`config.mk`:
```
export PLATFORM = sky130hd
export DESIGN_NAME = spi_flash_seq
export DESIGN_NICKNAME = d
export VERILOG_FILES = /design/src/rtl/spi_pkg.sv /design/src/rtl/spi_seq_wdog.sv /design/src/rtl/spi_flash_seq.sv
export SDC_FILE = /design/constraint.sdc
export NUM_CORES = 1
export LEC_CHECK = 0
export CAP_MARGIN = 40
export CORE_MARGIN = 1.5
export CORE_UTILIZATION = 51
export DETAILED_ROUTE_END_ITERATION = 16
export MAX_ROUTING_LAYER = met4
export PLACE_DENSITY_LB_ADDON = 0.08
export SLEW_MARGIN = 20
export SYNTH_ARGS = -nofsm -noshare
export SYNTH_HDL_FRONTEND = slang
export SYNTH_SLANG_ARGS = --single-unit
```
`constraint.sdc`:
```
create_clock -name I_clk -period 2.66 [get_ports I_clk]
set_input_delay 0.798 -clock I_clk [delete_from_list [all_inputs] [get_ports I_clk]]
set_output_delay 0.798 -clock I_clk [all_outputs]
set_load 0.1 [all_outputs]
```
`src/rtl/spi_pkg.sv`:
```
// Shared types and constants for the SPI flash command sequencer.
// State encoding, address length and the default stall limit live here.
package spi_pkg;

  typedef enum logic [2:0] {
    S_IDLE,
    S_CMD,
    S_ADDR,
    S_WDATA,
    S_RDATA,
    S_END
  } state_t;

  localparam int ADDR_BYTES  = 3;
  localparam int TMO_CYC_DEF = 64;

  // Address goes out MSB byte first: index 0 is addr[23:16].
  function automatic logic [7:0] addr_byte(input logic [23:0] addr, input logic [7:0] idx);
    case (idx)
      8'd0:    return addr[23:16];
      8'd1:    return addr[15:8];
      default: return addr[7:0];
    endcase
  endfunction

endpackage

```
`src/rtl/spi_seq_wdog.sv`:
```
// Engine-stall counter: counts clocks while enabled and raises O_expire once
// TMO_CYC clocks pass without a clear (done pulse or state change).
module spi_seq_wdog #(
  parameter int TMO_CYC = 64
) (
  input  logic I_clk,
  input  logic I_rst_n,
  input  logic I_en,
  input  logic I_clr,
  output logic O_expire
);

  localparam int CW = (TMO_CYC > 2) ? $clog2(TMO_CYC) : 1;

  logic [CW-1:0] cnt_q, cnt_d;

  assign O_expire = I_en && (cnt_q == CW'(TMO_CYC - 1));

  always_comb begin
    cnt_d = cnt_q;
    if (I_clr || !I_en) begin
      cnt_d = '0;
    end else if (!O_expire) begin
      cnt_d = cnt_q + CW'(1);
    end
  end

  always_ff @(posedge I_clk or negedge I_rst_n) begin
    if (!I_rst_n) cnt_q <= '0;
    else          cnt_q <= cnt_d;
  end

endmodule

```
`src/rtl/spi_flash_seq.sv`:
```
// SPI flash transaction sequencer: cmd, optional 3-byte address, write payload, read payload.
// Define SPI_SEQ_TIMEOUT_EN to add the engine-stall abort (spi_seq_wdog).
module spi_flash_seq
  import spi_pkg::*;
#(
  parameter int TMO_CYC = TMO_CYC_DEF
) (
  input  logic        I_clk,
  input  logic        I_rst_n,
  input  logic        I_start,
  input  logic [7:0]  I_cmd,
  input  logic [23:0] I_addr,
  input  logic        I_addr_en,
  input  logic [7:0]  I_wr_len,
  input  logic [7:0]  I_rd_len,
  input  logic [7:0]  I_wr_data,
  output logic        O_wr_req,
  output logic [7:0]  O_rd_data,
  output logic        O_rd_valid,
  output logic        O_busy,
  output logic        O_done,
  output logic        O_err,
  output logic        O_eng_tx_en,
  output logic        O_eng_rx_en,
  output logic [7:0]  O_eng_data,
  input  logic        I_eng_tx_done,
  input  logic        I_eng_rx_done,
  input  logic [7:0]  I_eng_data
);

  state_t      state_q, state_d;
  logic [23:0] addr_q, addr_d;
  logic        addr_en_q, addr_en_d;
  logic [7:0]  wr_len_q, wr_len_d;
  logic [7:0]  rd_len_q, rd_len_d;
  logic [7:0]  cnt_q, cnt_d;
  logic        tx_en_q, tx_en_d;
  logic        rx_en_q, rx_en_d;
  logic [7:0]  eng_data_q, eng_data_d;
  logic [7:0]  rd_data_q, rd_data_d;
  logic        rd_valid_q, rd_valid_d;
  logic        busy_q, busy_d;
  logic        done_q, done_d;
  logic        err_q, err_d;
  logic        to_payload, to_read, finish;
  logic        tmo_expire;

`ifdef SPI_SEQ_TIMEOUT_EN
  logic wd_en, wd_clr;

  assign wd_en  = (state_q != S_IDLE) && (state_q != S_END);
  assign wd_clr = (state_d != state_q) | (tx_en_q & I_eng_tx_done) | (rx_en_q & I_eng_rx_done);

  spi_seq_wdog #(.TMO_CYC(TMO_CYC)) u_wdog (
    .I_clk    (I_clk),
    .I_rst_n  (I_rst_n),
    .I_en     (wd_en),
    .I_clr    (wd_clr),
    .O_expire (tmo_expire)
  );
`else
  logic [31:0] tmo_unused;
  assign tmo_unused = TMO_CYC;
  assign tmo_expire = 1'b0;
`endif

  always_comb begin
    state_d    = state_q;
    addr_d     = addr_q;
    addr_en_d  = addr_en_q;
    wr_len_d   = wr_len_q;
    rd_len_d   = rd_len_q;
    cnt_d      = cnt_q;
    tx_en_d    = tx_en_q;
    rx_en_d    = rx_en_q;
    eng_data_d = eng_data_q;
    rd_data_d  = rd_data_q;
    busy_d     = busy_q;
    rd_valid_d = 1'b0;
    done_d     = 1'b0;
    err_d      = 1'b0;
    O_wr_req   = 1'b0;
    to_payload = 1'b0;
    to_read    = 1'b0;
    finish     = 1'b0;

    case (state_q)
      S_IDLE: begin
        if (I_start) begin
          addr_d     = I_addr;
          addr_en_d  = I_addr_en;
          wr_len_d   = I_wr_len;
          rd_len_d   = I_rd_len;
          eng_data_d = I_cmd;
          tx_en_d    = 1'b1;
          busy_d     = 1'b1;
          cnt_d      = 8'd0;
          state_d    = S_CMD;
        end
      end
      S_CMD: begin
        if (I_eng_tx_done) begin
          if (addr_en_q) begin
            eng_data_d = addr_byte(addr_q, 8'd0);
            cnt_d      = 8'd0;
            state_d    = S_ADDR;
          end else begin
            to_payload = 1'b1;
          end
        end
      end
      S_ADDR: begin
        if (I_eng_tx_done) begin
          if (cnt_q != 8'(ADDR_BYTES - 1)) begin
            cnt_d      = cnt_q + 8'd1;
            eng_data_d = addr_byte(addr_q, cnt_q + 8'd1);
          end else begin
            to_payload = 1'b1;
          end
        end
      end
      S_WDATA: begin
        // cnt_q holds the number of payload bytes already handed to the engine.
        if (I_eng_tx_done) begin
          if (cnt_q != wr_len_q) begin
            eng_data_d = I_wr_data;
            O_wr_req   = 1'b1;
            cnt_d      = cnt_q + 8'd1;
          end else begin
            to_read = 1'b1;
          end
        end
      end
      S_RDATA: begin
        if (I_eng_rx_done) begin
          rd_data_d  = I_eng_data;
          rd_valid_d = 1'b1;
          cnt_d      = cnt_q + 8'd1;
          if (cnt_q + 8'd1 == rd_len_q) finish = 1'b1;
        end
      end
      S_END: begin
        state_d = S_IDLE;
      end
      default: begin
        state_d = S_IDLE;
      end
    endcase

    if (to_payload) begin
      if (wr_len_q != 8'd0) begin
        eng_data_d = I_wr_data;
        O_wr_req   = 1'b1;
        cnt_d      = 8'd1;
        state_d    = S_WDATA;
      end else begin
        to_read = 1'b1;
      end
    end

    // Handing over tx->rx on the same edge keeps the engine's chip select asserted.
    if (to_read) begin
      if (rd_len_q != 8'd0) begin
        tx_en_d = 1'b0;
        rx_en_d = 1'b1;
        cnt_d   = 8'd0;
        state_d = S_RDATA;
      end else begin
        finish = 1'b1;
      end
    end

    if (finish) begin
      tx_en_d = 1'b0;
      rx_en_d = 1'b0;
      done_d  = 1'b1;
      busy_d  = 1'b0;
      cnt_d   = 8'd0;
      state_d = S_END;
    end

    if (tmo_expire) begin
      tx_en_d    = 1'b0;
      rx_en_d    = 1'b0;
      done_d     = 1'b1;
      err_d      = 1'b1;
      busy_d     = 1'b0;
      rd_valid_d = 1'b0;
      O_wr_req   = 1'b0;
      cnt_d      = 8'd0;
      state_d    = S_IDLE;
    end
  end

  always_ff @(posedge I_clk or negedge I_rst_n) begin
    if (!I_rst_n) begin
      state_q    <= S_IDLE;
      addr_q     <= '0;
      addr_en_q  <= 1'b0;
      wr_len_q   <= '0;
      rd_len_q   <= '0;
      cnt_q      <= '0;
      tx_en_q    <= 1'b0;
      rx_en_q    <= 1'b0;
      eng_data_q <= '0;
      rd_data_q  <= '0;
      rd_valid_q <= 1'b0;
      busy_q     <= 1'b0;
      done_q     <= 1'b0;
      err_q      <= 1'b0;
    end else begin
      state_q    <= state_d;
      addr_q     <= addr_d;
      addr_en_q  <= addr_en_d;
      wr_len_q   <= wr_len_d;
      rd_len_q   <= rd_len_d;
      cnt_q      <= cnt_d;
      tx_en_q    <= tx_en_d;
      rx_en_q    <= rx_en_d;
      eng_data_q <= eng_data_d;
      rd_data_q  <= rd_data_d;
      rd_valid_q <= rd_valid_d;
      busy_q     <= busy_d;
      done_q     <= done_d;
      err_q      <= err_d;
    end
  end

  assign O_eng_tx_en = tx_en_q;
  assign O_eng_rx_en = rx_en_q;
  assign O_eng_data  = eng_data_q;
  assign O_rd_data   = rd_data_q;
  assign O_rd_valid  = rd_valid_q;
  assign O_busy      = busy_q;
  assign O_done      = done_q;
  assign O_err       = err_q;

endmodule

```
==> metrics.txt <==
CTS tree done; number of synthesized flops with an enable pin 0; Slew Limit Headroom around 57%; crit-path cells nor4_4, and3_4, o21ai_4, nand2_4, buf_12; maximum vdd ir drop 0.7872 mV; Ports just over 90; drt pass-1 iters 5; Synth Register Bits 73; Num CTS Buffers 9; mapped cell area between 4000 and 5000 um^2; number of global-route vias before repair roughly 3600; clk buf depth 2; fin crit period between 2 and 3 ns; Remaining Overflow, GRT 0; Final Slew Violations 0; Detailed Route WL 11280 um; global-route wire length before repair 17820 um; flop2flop setup slack ~0.17 ns; Area growth, synth to finish 35.38%; Hold Crit Class in -> async; Post-Synth XOR/XNOR Area between 4 and 5%; reg2reg start cnt_q[1]; Required @ worst endpoint roughly 1.9 ns; Internal roughly 3.4 mW; chip width ~93 um; Hold Violations, Final 0; Setup TNS Final 0 ns; number of routed nets with antenna violations 0; Adder-Cell Fraction of Synth Area between 1 and 1.5%; Final Skew approximately 0.0096 ns; Peak Freq between 0.3 and 0.4 GHz; count of hold-fix buffers inserted at cts 0; Setup Viol. Count Final 0; power per cell area about 1100 nW/um^2; CTS sink count 73; Synth Area in Compound Gates about 18%; FF-to-FF End O_eng_data[6]; PortBufs just over 90; die span in y 93.18 um; Clock Pin Slew Worst Setup and Hold Paths ~0.090 ns; clock network fraction of total power about an eighth; GP Congestion approximately 0.95; CP Launch Type flop; Skew-Pair Late Insertion Delay 0.36 ns; Gate power share between 50% and 60%; slack of the critical path ~0.038 ns; 1st-iter DRT viols 305; status finished, final reports clean; CP Class reg -> out; sequential area share after synthesis between 40 and 50%; Worst path max stage delay ~0.48 ns; RSZ-0062 raised after global routing no; ys async rst share 100.0%; via count approximately 3700; antenna violations before repair 0; Leak ~2.4 nW; minimum hold slack about 0.45 ns; Tcrit/Tclk final a little over nine tenths; Cell variety after synth 62; H-tree Lvls 3; worst-path fanout max 5; Site Rows 32; most used flip-flop cell after synthesis dfrtp_1; portion of netlist area occupied by mux cells between 10 and 15%; ANT cells 0; Sw Ratio 46.73%; Post-Syn Instances between 300 and 400; WP buf/inv 1; Worst-Margin Slew approximately 0.64 ns; largest net degree at the start of global routing 39; Die ar. 8683 um^2; largest family of logic cells by synthesized area compound AO/OA/AOI/OAI gates; reg2reg path depth 8; layout cells sized above 1 between 30 and 40%; final instance area ~5600 um^2; vias per cell ~6; Mean Syn Cell Area around 11 um^2; Maximum Capacitance Violations 0; Simple-Gate Fraction of Synth Area 12.10%; Post-layout nets 580; CP arrival around 1.8 ns; clk root buf clkbuf_8; GRT Total Usage 27.70%; net switching power just under 3 mW; dpl ws -0.3835 ns; Seq pwr share about a third; delay-heaviest family, CP simple AND/OR/NAND/NOR gates; Remaining DRCs 0; Mapped Nets 460; total power about 6.4 mW; drt wl/cell 18.40 um; Starting Density roughly 53%; detailed placer's ending HPWL 8349 um; DP Area ~5300 um^2; Core ar. 7807 um^2; CP endpoint kind primary output; YS warnings 0; slowest CP cell dfrtp_2
## per-layer routing
| layer | GRT usage, % | part of all wire (%) | up-vias |
|---|---|---|---|
| met1 | 37.87 | 44 | 1815 |
| met4 | 9.470 | 2.3 | 0 |
| met5 | - | 0 | - |
| met2 | 40.21 | 46 | 167 |
| met3 | 6.992 | 7.9 | 28 |
| li1 | - | - | 1687 |
## power groups by stage
stage | Clock, mW | Sequential (mW) | Combinational (mW)
2_1_floorplan | 0 | 2.63 | 1.71
3_3_place_gp | 0 | 2.01 | 3.22
3_5_place_dp | 0 | 2.03 | 3.32
4_1_cts | 0.848 | 2.02 | 3.39
5_1_grt | 0.895 | 2.09 | 3.73
6_report | 0.831 | 2.03 | 3.51
## worst max path at each step
stage | from | to | slack (ns) | cells past startpoint
2_1_floorplan | cnt_q[0] | O_wr_req | 0.002 | 7
5_1_grt | cnt_q[0] | O_wr_req | 0.002 | 7
4_1_cts | cnt_q[5] | O_wr_req | 0.002 | 5
3_3_place_gp | I_eng_tx_done | O_wr_req | -0.36 | 6
3_5_place_dp | I_eng_tx_done | O_wr_req | -0.38 | 6
6_report | cnt_q[2] | O_wr_req | 0.04 | 5
## kinds of logic (layout without fill, tap and decap cells)
| kind of cell | after synthesis | in the layout |
|---|---|---|
| buf+inv | 43 | 168 |
| xor+xnor | 21 | 21 |
| flops | 73 | 73 |
| fa+ha+maj | 4 | 4 |
| mux | 52 | 52 |
| compound gates | 102 | 102 |
| other cells | 1 | 1 |
| simple gates | 90 | 90 |
## final cells by class
cell class | count | area [um^2]
Fill cell | 569 | 2192
Sequential cell | 73 | 1833
Multi-Input combinational cell | 270 | 2143
Timing Repair Buffer | 138 | 1272
Tap cell | 102 | 127.6
Clock inverter | 6 | 48.80
Inverter | 14 | 52.55
Clock buffer | 10 | 137.6
## stage by stage
step,cells,utilization (%)
after global placement,590,67.63
after CTS,609,70.93
after floorplan,386,-
after detailed placement,590,67.63
after global routing,613,71.92
final,613,71.92
## worst reg2reg max path: cells and delay by family (launching register included)
family | cells | cell delay [ns]
AND/OR/NAND/NOR | 3 | 0.96
AO/OA/AOI/OAI | 2 | 0.46
flip-flops | 1 | 0.45
buffers and inverters | 2 | 0.32
adder cells (fa/ha/maj) | 1 | 0.24
## placed cells by master (no fill, tap or decap), types with 3 or more instances in the layout
cell type / n
a21o_1: 3
a21oi_1: 19
a221oi_1: 12
a22oi_1: 9
a311oi_1: 6
a31oi_1: 4
and3_1: 4
and3_2: 4
buf_12: 5
buf_4: 61
buf_6: 3
clkbuf_8: 10
clkdlybuf4s50_1: 67
clkinvlp_4: 3
dfrtp_1: 68
dfrtp_2: 5
ha_1: 4
inv_1: 13
mux2_2: 49
mux2i_1: 3
nand2_1: 16
nand3_1: 4
nand4_1: 7
nand4b_1: 7
nor2_1: 23
nor4_1: 4
o211ai_1: 9
o21ai_0: 11
o22ai_1: 7
xnor2_1: 14
xor2_1: 6
## flip-flops by register name, summed over array words and instances, names as in the netlist
register,cells
O_rd_data,8
O_rd_valid,1
O_eng_tx_en,1
wr_len_q,8
O_busy,1
O_eng_rx_en,1
state_q,3
addr_q,24
O_done,1
rd_len_q,8
O_eng_data,8
addr_en_q,1
cnt_q,8
## timing repair
item | CTS | global route
pin swaps | 2 | 4
setup endpoints to repair | 1 | 1
gates resized for setup | 13 | 12
buffers inserted | 3 | 4
## cells in the mapped netlist (4+ instances only)
master	number	area (um^2)
a21oi_1	19	95.09
a221oi_1	12	105.1
a22oi_1	9	67.56
a311oi_1	6	52.55
a31oi_1	4	25.02
and3_1	6	37.54
buf_2	10	50.05
buf_4	4	30.03
buf_6	10	112.6
clkbuf_1	4	15.01
dfrtp_1	73	1827
ha_1	4	50.05
inv_1	14	52.55
mux2_2	49	551.8
nand2_1	17	63.81
nand3_1	4	20.02
nand4_1	7	43.79
nand4b_1	7	61.31
nor2_1	23	86.33
nor4_1	6	37.54
o211ai_1	9	67.56
o21ai_0	11	55.05
o22ai_1	7	43.79
xnor2_1	15	131.4
xor2_1	6	52.55
(Power assumes the default switching activity.)
